<file path="config.mk">
export PLATFORM = sky130hd
export DESIGN_NAME = dma_pcie_mdma_byp_in_drv
export DESIGN_NICKNAME = d
export VERILOG_FILES = /design/src/rtl/dma_pcie_mdma_byp_in_drv.sv
export SDC_FILE = /design/constraint.sdc
export NUM_CORES = 1
export LEC_CHECK = 0
export ABC_CLOCK_PERIOD_IN_PS = 11100
export BUFFER_PORTS_ARGS = -buffer_cell sky130_fd_sc_hd__clkbuf_2
export CAP_MARGIN = 20
export CORE_UTILIZATION = 45
export DETAILED_ROUTE_END_ITERATION = 12
export PLACE_DENSITY = 0.65
export SYNTH_ARGS = -nofsm -noshare
export SYNTH_HDL_FRONTEND = slang
export SYNTH_SLANG_ARGS = --single-unit
</file>
<file path="constraint.sdc">
create_clock -name axi_aclk -period 11.1 [get_ports axi_aclk]
set_input_delay 2.22 -clock axi_aclk [delete_from_list [all_inputs] [get_ports axi_aclk]]
set_output_delay 2.22 -clock axi_aclk [all_outputs]
set_load 0.02 [all_outputs]
</file>
<file path="src/rtl/dma_pcie_mdma_byp_in_drv.sv">
// Bypass-in master driver: buffers upstream descriptors in a small FIFO and
// presents them to the MDMA bypass-in port stamped with a ring consumer index.
module dma_pcie_mdma_byp_in_drv #(
  parameter int DEPTH     = 4,
  parameter int RING_SZ   = 1024,
  parameter int CIDX_INIT = 0
) (
  input  logic                       axi_aclk,
  input  logic                       axi_aresetn,
  input  logic [255:0]               in_dsc,
  input  logic                       in_vld,
  output logic                       in_rdy,
  output logic [255:0]               byp_in_dsc,
  output logic [15:0]                byp_in_cidx,
  output logic                       byp_in_vld,
  input  logic                       byp_in_rdy,
  input  logic                       flush,
  input  logic                       cidx_ld,
  input  logic [15:0]                cidx_ld_val,
  output logic                       cidx_ld_err,
  output logic [$clog2(DEPTH):0]     fifo_cnt,
  output logic [31:0]                sent_cnt
);

  localparam int AW = $clog2(DEPTH);
  localparam int CW = AW + 1;
  // 17-bit ring bounds so that RING_SZ = 65536 compares and wraps correctly
  localparam logic [16:0] RING_LIM  = 17'(RING_SZ);
  localparam logic [16:0] RING_LAST = 17'(RING_SZ - 1);

  logic [255:0]  mem_q [DEPTH];
  logic [AW-1:0] wr_ptr_q, wr_ptr_d;
  logic [AW-1:0] rd_ptr_q, rd_ptr_d;
  logic [CW-1:0] cnt_q, cnt_d;
  logic [15:0]   cidx_q, cidx_d;
  logic [31:0]   sent_q, sent_d;
  logic          err_q, err_d;
  logic          rdy_en_q;
  logic          push_s, pop_s;
  logic [16:0]   ld_ext_s;
  logic [15:0]   ld_mod_s;

  assign byp_in_vld  = (cnt_q != CW'(0));
  assign in_rdy      = rdy_en_q && (cnt_q < CW'(DEPTH)) && !flush;
  assign push_s      = in_vld && in_rdy;
  assign pop_s       = byp_in_vld && byp_in_rdy;
  assign byp_in_dsc  = byp_in_vld ? mem_q[rd_ptr_q] : 256'd0;
  assign byp_in_cidx = cidx_q;
  assign cidx_ld_err = err_q;
  assign fifo_cnt    = cnt_q;
  assign sent_cnt    = sent_q;

  // Out-of-range load values are reduced by one ring length
  assign ld_ext_s = {1'b0, cidx_ld_val};
  assign ld_mod_s = (ld_ext_s >= RING_LIM) ? 16'(ld_ext_s - RING_LIM) : cidx_ld_val;

  always_comb begin
    wr_ptr_d = wr_ptr_q;
    rd_ptr_d = rd_ptr_q;
    cnt_d    = cnt_q;
    cidx_d   = cidx_q;
    sent_d   = sent_q;
    err_d    = 1'b0;

    if (flush) begin
      wr_ptr_d = '0;
      rd_ptr_d = '0;
      cnt_d    = '0;
    end else begin
      if (push_s) begin
        wr_ptr_d = wr_ptr_q + AW'(1);
      end else begin
        wr_ptr_d = wr_ptr_q;
      end
      if (pop_s) begin
        rd_ptr_d = rd_ptr_q + AW'(1);
      end else begin
        rd_ptr_d = rd_ptr_q;
      end
      case ({push_s, pop_s})
        2'b10:   cnt_d = cnt_q + CW'(1);
        2'b01:   cnt_d = cnt_q - CW'(1);
        default: cnt_d = cnt_q;
      endcase
    end

    // A pop always advances cidx; a load is only legal while nothing is presented
    if (pop_s) begin
      cidx_d = ({1'b0, cidx_q} == RING_LAST) ? 16'd0 : cidx_q + 16'd1;
      sent_d = sent_q + 32'd1;
    end else if (cidx_ld && !byp_in_vld) begin
      cidx_d = ld_mod_s;
    end else begin
      cidx_d = cidx_q;
    end

    if (cidx_ld && byp_in_vld) begin
      err_d = 1'b1;
    end else begin
      err_d = 1'b0;
    end
  end

  always_ff @(posedge axi_aclk or negedge axi_aresetn) begin
    if (!axi_aresetn) begin
      wr_ptr_q <= '0;
      rd_ptr_q <= '0;
      cnt_q    <= '0;
      cidx_q   <= 16'(CIDX_INIT);
      sent_q   <= 32'd0;
      err_q    <= 1'b0;
      rdy_en_q <= 1'b0;
    end else begin
      wr_ptr_q <= wr_ptr_d;
      rd_ptr_q <= rd_ptr_d;
      cnt_q    <= cnt_d;
      cidx_q   <= cidx_d;
      sent_q   <= sent_d;
      err_q    <= err_d;
      rdy_en_q <= 1'b1;
    end
  end

  // Storage needs no reset: a slot is only read after it has been written
  always_ff @(posedge axi_aclk) begin
    if (push_s) begin
      mem_q[wr_ptr_q] <= in_dsc;
    end
  end

endmodule

</file>
==> out/qor.txt, run 1 <==
Status: complete, no violations
Synthesized cell area: 41500 um^2
Peak supply drop: 0.000161 V
Netlist cell types: 51
WP data required: 8.88 ns
Sw Pwr: 0.00377 W
Total number of vias: 20784
Post-Route Skew: 0.0264 ns
R2r setup slk: 7.67 ns
Vias in the first global route: 21926
Initial antenna violation count: 28
Top routing layer in use: met5
Worst Tran Pin Value: 1.30 ns
Reg2reg start: fifo_cnt[2]
Final min period: 6.27 ns
Gate Count Post-Synth: 1934
Worst setup SP type: register
Hpwl dp: 54700 um
Number of max-cap violations: 0
Drc violations: 0
Remaining global-route overflow: 0
Slew Viols, Final: 0
CTS buffer count: 108
Core Box Area: 91500 um^2
CP Capture Type: primary output
Leakage Power: 17.0 nW
Vias per Instance: 5.41
Most common cell after layout, fill and taps aside: edfxtp_1
CTS resizes: 0
Post-Route WL: 89900 um
Final Hold Viols: 0
Die Wd: 306 um
Max Freq: 0.160 GHz
Die area: 93500 um^2
Setup crit end: byp_in_dsc[51]
Ports: 588
Pwr dens: 237 nW/um^2
Initial Utilization: 45.4%
Gate power share: 29.4%
Pint: 0.00791 W
RSZ-0062 raised after global routing: no
CTS Hold Buffers Added: 0
First-pass GRT wire length: 134000 um
Sink Count: 1081
Fill count: 7082
Number of flops mapped to enable cells by yosys: 1024
Tcrit/Tclk final: 56.5%
Reg2reg end: mem_q[1][127]
Largest net degree at the start of global routing: 146
Met1 Wirelength: 35500 um
Met2 routed WL: 44200 um
H-tree level count: 3
Layout cell share with drive strength beyond 1: 39.1%
Routed wire length on met3: 7870 um
Final Net Count: 2846
Final setup fails: 0
I/O Buffers: 587
Synth warn: 0
Iteration-0 DRC Markers: 1643
Part of the Yosys area used for sequential elements: 77.5%
Switching Fraction: 32.3%
Die Ht: 306 um
CTS tree: done
Routed wire per std cell: 23.4 um
Root Driver: clkbuf_16
Clk pwr share: 29.9%
Syn nets: 2221
Critical Path Fanout Max: 92
Most frequent cells in the layout: 1024 x edfxtp_1, 587 x clkbuf_2, 259 x and2_1, 256 x mux4_2, 109 x clkbuf_16
Final GP Congestion: 0.824
Post-synthesis area per instance: 21.5 um^2
# Post-CTS Setup Buffers: 0
Reg2reg path depth: 4
Rel. slew slack: 13.1%
#FFs+latches synth: 1081
Tightest Hold Check Type: reg -> reg
Post-synth ARST share: 5.27%
Inst Count DP: 3635
Post-DRT Antenna Nets: 0
Sequential share of power: 40.7%
Setup_tns: 0 ns
Data arrival, critical path: 4.05 ns
# rows: 111
Maximum root-to-sink buffer count: 3
Tot GR Track Use: 19.1%
Clock transition at path regs: 0.06 ns
CP startpoint: rd_ptr_q[0]
Layout area overhead: 18.6%
Clock latency on the worst-skew pair: 0.69 ns
Pre-antenna DRT Iters: 5
Post-route insts no fill: 3845
Setup CP Type: reg -> out
Top_reg_cell synth: edfxtp_1
-- how the worst min path moves through the flow --
stage | cells past startpoint | from | end | slack [ns]
finish | 1 | sent_cnt[31] | sent_cnt[31] | 0.47
global route | 1 | sent_cnt[31] | sent_cnt[31] | 0.50
CTS | 1 | sent_cnt[31] | sent_cnt[31] | 0.47
detailed placement | 1 | sent_cnt[31] | sent_cnt[31] | 0.46
global placement | 1 | sent_cnt[31] | sent_cnt[31] | 0.45
floorplan | 1 | wr_ptr_q[0] | wr_ptr_q[0] | 0.55
-- routing by layer --
metal / vias to the layer above / global-route usage, %
met5: - / 0
met4: 38 / 5.90
met3: 169 / 7.42
met2: 643 / 30.9
met1: 10805 / 23.7
li1: 9129 / -
-- flip-flops by register name, indices dropped and copies added (netlist names) --
signal,cells
byp_in_cidx,16
fifo_cnt,3
mem_q,1024
sent_cnt,32
rdy_en_q,1
wr_ptr_q,2
rd_ptr_q,2
cidx_ld_err,1
-- critical path, cell delays in order, from the launching register on --
cell and delay [ns]:
dfrtp_4 1.04, buf_12 0.67, buf_4 0.60, mux4_2 0.57, and2_1 0.17, clkbuf_2 0.17
-- cell usage after synthesis (all sizes together), types with 8 or more instances --
| library cell | number | area (um^2) |
|---|---|---|
| clkbuf | 56 | 210 |
| inv | 13 | 48.8 |
| and3 | 8 | 50.1 |
| buf | 37 | 169 |
| edfxtp | 1024 | 30700 |
| and2 | 263 | 1650 |
| o21ai | 15 | 78.8 |
| nor2 | 21 | 78.8 |
| nor3 | 10 | 50.1 |
| xnor2 | 26 | 228 |
| nand3 | 19 | 100 |
| nand2 | 30 | 113 |
| dfrtp | 57 | 1430 |
| nand4 | 12 | 75.1 |
| a21oi | 8 | 40.0 |
| nor4 | 10 | 68.8 |
| mux4 | 256 | 5770 |
| xor2 | 13 | 114 |
| ha | 8 | 100 |
-- power by group through the flow --
stage	Sequential, W	Combinational, W	Clock, W
finish	0.00475	0.00343	0.00350
global route	0.00477	0.00368	0.00372
CTS	0.00476	0.00349	0.00358
detailed placement	0.00484	0.00348	0
floorplan	0.00484	0.00224	0
global placement	0.00483	0.00347	0
-- stage by stage --
step,area (um^2),util (%),setup WS (ns),power (W),hold WS (ns)
after floorplan,41500,-,1.47,0.00708,0.555
after global placement,45800,50.1,5.33,0.00831,0.454
after detailed placement,45800,50.1,5.35,0.00832,0.461
after CTS,49300,53.8,4.59,0.0118,0.473
after global routing,49300,53.8,4.39,0.0122,0.497
final,49300,53.8,4.83,0.0117,0.468
-- logic make-up after synthesis --
| group | share of synthesized area [%] |
|---|---|
| AOI/OAI and AO/OA | 0.771 |
| xor gates and xnor gates | 0.822 |
| adders and majority gates | 0.289 |
| buffers and inverters | 1.03 |
| DFF | 77.5 |
| muxes | 14.0 |
| other | 0.00903 |
| and+or+nand+nor | 5.63 |
-- area by class of cell --
type | count | area, um^2 | area share, %
well taps | 1186 | 1480 | 3.01
repair buffers | 608 | 3170 | 6.43
flip-flops and latches | 1081 | 32200 | 65.3
clock buffers | 131 | 2810 | 5.70
inverters | 13 | 53.8 | 0.109
clock inverters | 69 | 601 | 1.22
diodes | 10 | 25.0 | 0.0508
multi-input cells | 747 | 8950 | 18.2
No activity file was read; power rests on OpenSTA's default activity.
==> run 2: changes to the inputs <==
--- a/config.mk
+++ b/config.mk
@@ -5,12 +5,12 @@
 export SDC_FILE = /design/constraint.sdc
 export NUM_CORES = 1
 export LEC_CHECK = 0
-export ABC_CLOCK_PERIOD_IN_PS = 11100
+export ABC_CLOCK_PERIOD_IN_PS = 5510
 export BUFFER_PORTS_ARGS = -buffer_cell sky130_fd_sc_hd__clkbuf_2
 export CAP_MARGIN = 20
 export CORE_UTILIZATION = 45
 export DETAILED_ROUTE_END_ITERATION = 12
-export PLACE_DENSITY = 0.65
+export PLACE_DENSITY = 0.68
 export SYNTH_ARGS = -nofsm -noshare
 export SYNTH_HDL_FRONTEND = slang
 export SYNTH_SLANG_ARGS = --single-unit
==> constraint.sdc (replaced) <==
create_clock -name axi_aclk -period 5.51 [get_ports axi_aclk]
set_input_delay 1.102 -clock axi_aclk [delete_from_list [all_inputs] [get_ports axi_aclk]]
set_output_delay 1.102 -clock axi_aclk [all_outputs]
set_load 0.02 [all_outputs]
==> out/qor.txt, run 2 (synthesized netlist as in run 1, its figures left out) <==
Routed wire per std cell: 23.4 um (+0.30%)
Data arrival, critical path: 3.23 ns (-0.82 ns)
Post-DRT Antenna Nets: 0 (unchanged)
H-tree level count: 3 (unchanged)
Largest net degree at the start of global routing: 116 (-21%)
Total number of vias: 21175 (+1.9%)
RSZ-0062 raised after global routing: no
Tot GR Track Use: 19.5% (+0.48 points)
Clock transition at path regs: 0.06 ns (about the same)
Vias in the first global route: 22154 (+1.0%)
Most frequent cells in the layout: 1024 x edfxtp_1, 587 x clkbuf_2, 259 x and2_1, 256 x mux4_2, 109 x clkbuf_16
Tot Pwr: 0.0235 W (+100%)
R2r setup slk: 2.75 ns (-4.92 ns)
Hpwl dp: 58900 um (+7.7%)
Final Hold Viols: 0 (unchanged)
CTS Hold Buffers Added: 0 (unchanged)
Final GP Congestion: 0.851 (+3.2%)
Core Box Area: 91500 um^2 (unchanged)
Number of max-cap violations: 0 (unchanged)
CTS resizes: 0 (unchanged)
Iteration-0 DRC Markers: 1538 (-6.4%)
Sink Count: 1081 (unchanged)
Final min period: 4.34 ns
Worst stage delay on the critical path: 0.52 ns (-0.52 ns)
Worst setup SP type: register
Largest register FFs: 1024 (unchanged)
Max Freq: 0.231 GHz
Inst Count DP: 3680 (+1.2%)
Critical Path Fanout Max: 115 (+25%)
Pre-antenna DRT Iters: 7 (+2)
Maximum root-to-sink buffer count: 3 (unchanged)
Vias per Instance: 5.44 (+0.70%)
Drc violations: 0 (unchanged)
Setup CP Type: reg -> out
Critical path's slowest cell: dfrtp_1
First-pass GRT wire length: 138000 um (+2.8%)
CP Capture Type: primary output
Final Net Count: 2892 (+1.6%)
# rows: 111 (unchanged)
Final setup fails: 0 (unchanged)
Die area: 93500 um^2 (unchanged)
Clock latency on the worst-skew pair: 0.69 ns (about the same)
Worst Path Buf+Inv: 4 (+1)
Status: complete, no violations
Leakage Power: 17.2 nW (+1.7%)
Initial Utilization: 45.4% (unchanged)
# Post-CTS Setup Buffers: 0 (unchanged)
Delay-heaviest family, CP: buffers and inverters
Slew Viols, Final: 0 (unchanged)
Post-Route Utilization: 54.4% (+0.51 points)
Peak supply drop: 0.000478 V (+200%)
Die Wd: 306 um (unchanged)
CTS buffer count: 109 (+0.93%)
Initial antenna violation count: 21 (-25%)
Crit-path cells: nor3_1 -> inv_6 -> buf_16 -> buf_12 -> and2_1 -> clkbuf_2
Pwr dens: 473 nW/um^2 (+100%)
Tightest Hold Check Type: reg -> reg
Remaining global-route overflow: 0 (unchanged)
Setup_tns: 0 ns (unchanged)
Layout area overhead: 19.8%
Reg2reg start: fifo_cnt[2]
Reg2reg path depth: 4 (unchanged)
Reg2reg end: mem_q[3][127]
Worst Tran Pin Value: 1.11 ns (-0.193 ns)
CP startpoint: fifo_cnt[0]
CTS tree: done
Die Ht: 306 um (unchanged)
Setup crit end: byp_in_dsc[178]
Rel. slew slack: 25.9% (+13 points)
Layout cell share with drive strength beyond 1: 40.2% (+1.1 points)
Ports: 588 (unchanged)
WP depth: 6 (+1)
Post-route insts no fill: 3890 (+1.2%)
Post-Route WL: 91200 um (+1.5%)
I/O Buffers: 587 (unchanged)
WP data required: 4.41 ns (-4.47 ns)
Largest Register: mem_q
Root Driver: clkbuf_16
Post-Route Skew: 0.0137 ns (-0.0126 ns)
Most common cell after layout, fill and taps aside: edfxtp_1
Tcrit/Tclk final: 78.7%
-- run 2: worst min path at each step --
stage                  from      endpoint  slack [ns]  depth (start not counted)
2_1_floorplan   wr_ptr_q[0]   wr_ptr_q[0]        0.55                          1
3_3_place_gp   sent_cnt[31]  sent_cnt[31]        0.48                          1
3_5_place_dp   sent_cnt[31]  sent_cnt[31]        0.47                          1
4_1_cts        sent_cnt[31]  sent_cnt[31]        0.48                          1
5_1_grt        sent_cnt[31]  sent_cnt[31]        0.50                          1
6_report       sent_cnt[31]  sent_cnt[31]        0.47                          1
-- run 2: per-layer routing --
layer / track usage (%) / routed length [um] / vias to the layer above
li1: - / - / 9243
met1: 24.7 / 35300 / 10947
met2: 32.5 / 45900 / 782
met3: 6.35 / 7860 / 171
met4: 5.17 / 2000 / 32
met5: 0 / 210 / -
-- run 2: metrics by stage --
step | worst slack [ns] | hold slack (ns) | area [um^2]
after floorplan | -0.131 | 0.555 | 41500
after global routing | 1.01 | 0.504 | 49700
after CTS | 1.10 | 0.481 | 49700
final | 1.17 | 0.474 | 49800
after detailed placement | 1.87 | 0.473 | 46300
after global placement | 1.78 | 0.478 | 46300
-- run 2: layout make-up --
cell class | count | area (um^2)
fill | 6984 | 41800
sequential | 1081 | 32200
inverter | 13 | 53.8
clock buffer | 134 | 2820
clock inverter | 70 | 573
multi-input combinational | 747 | 8950
antenna | 6 | 15.0
timing repair buffer | 653 | 3670
tap | 1186 | 1480
-- run 2: report_power, final --
| group | total [W] | internal, W | switching, W |
|---|---|---|---|
| Clock | 0.00699 | 0.00394 | 0.00305 |
| Sequential | 0.00954 | 0.00928 | 0.000268 |
| Combinational | 0.00701 | 0.00272 | 0.00429 |
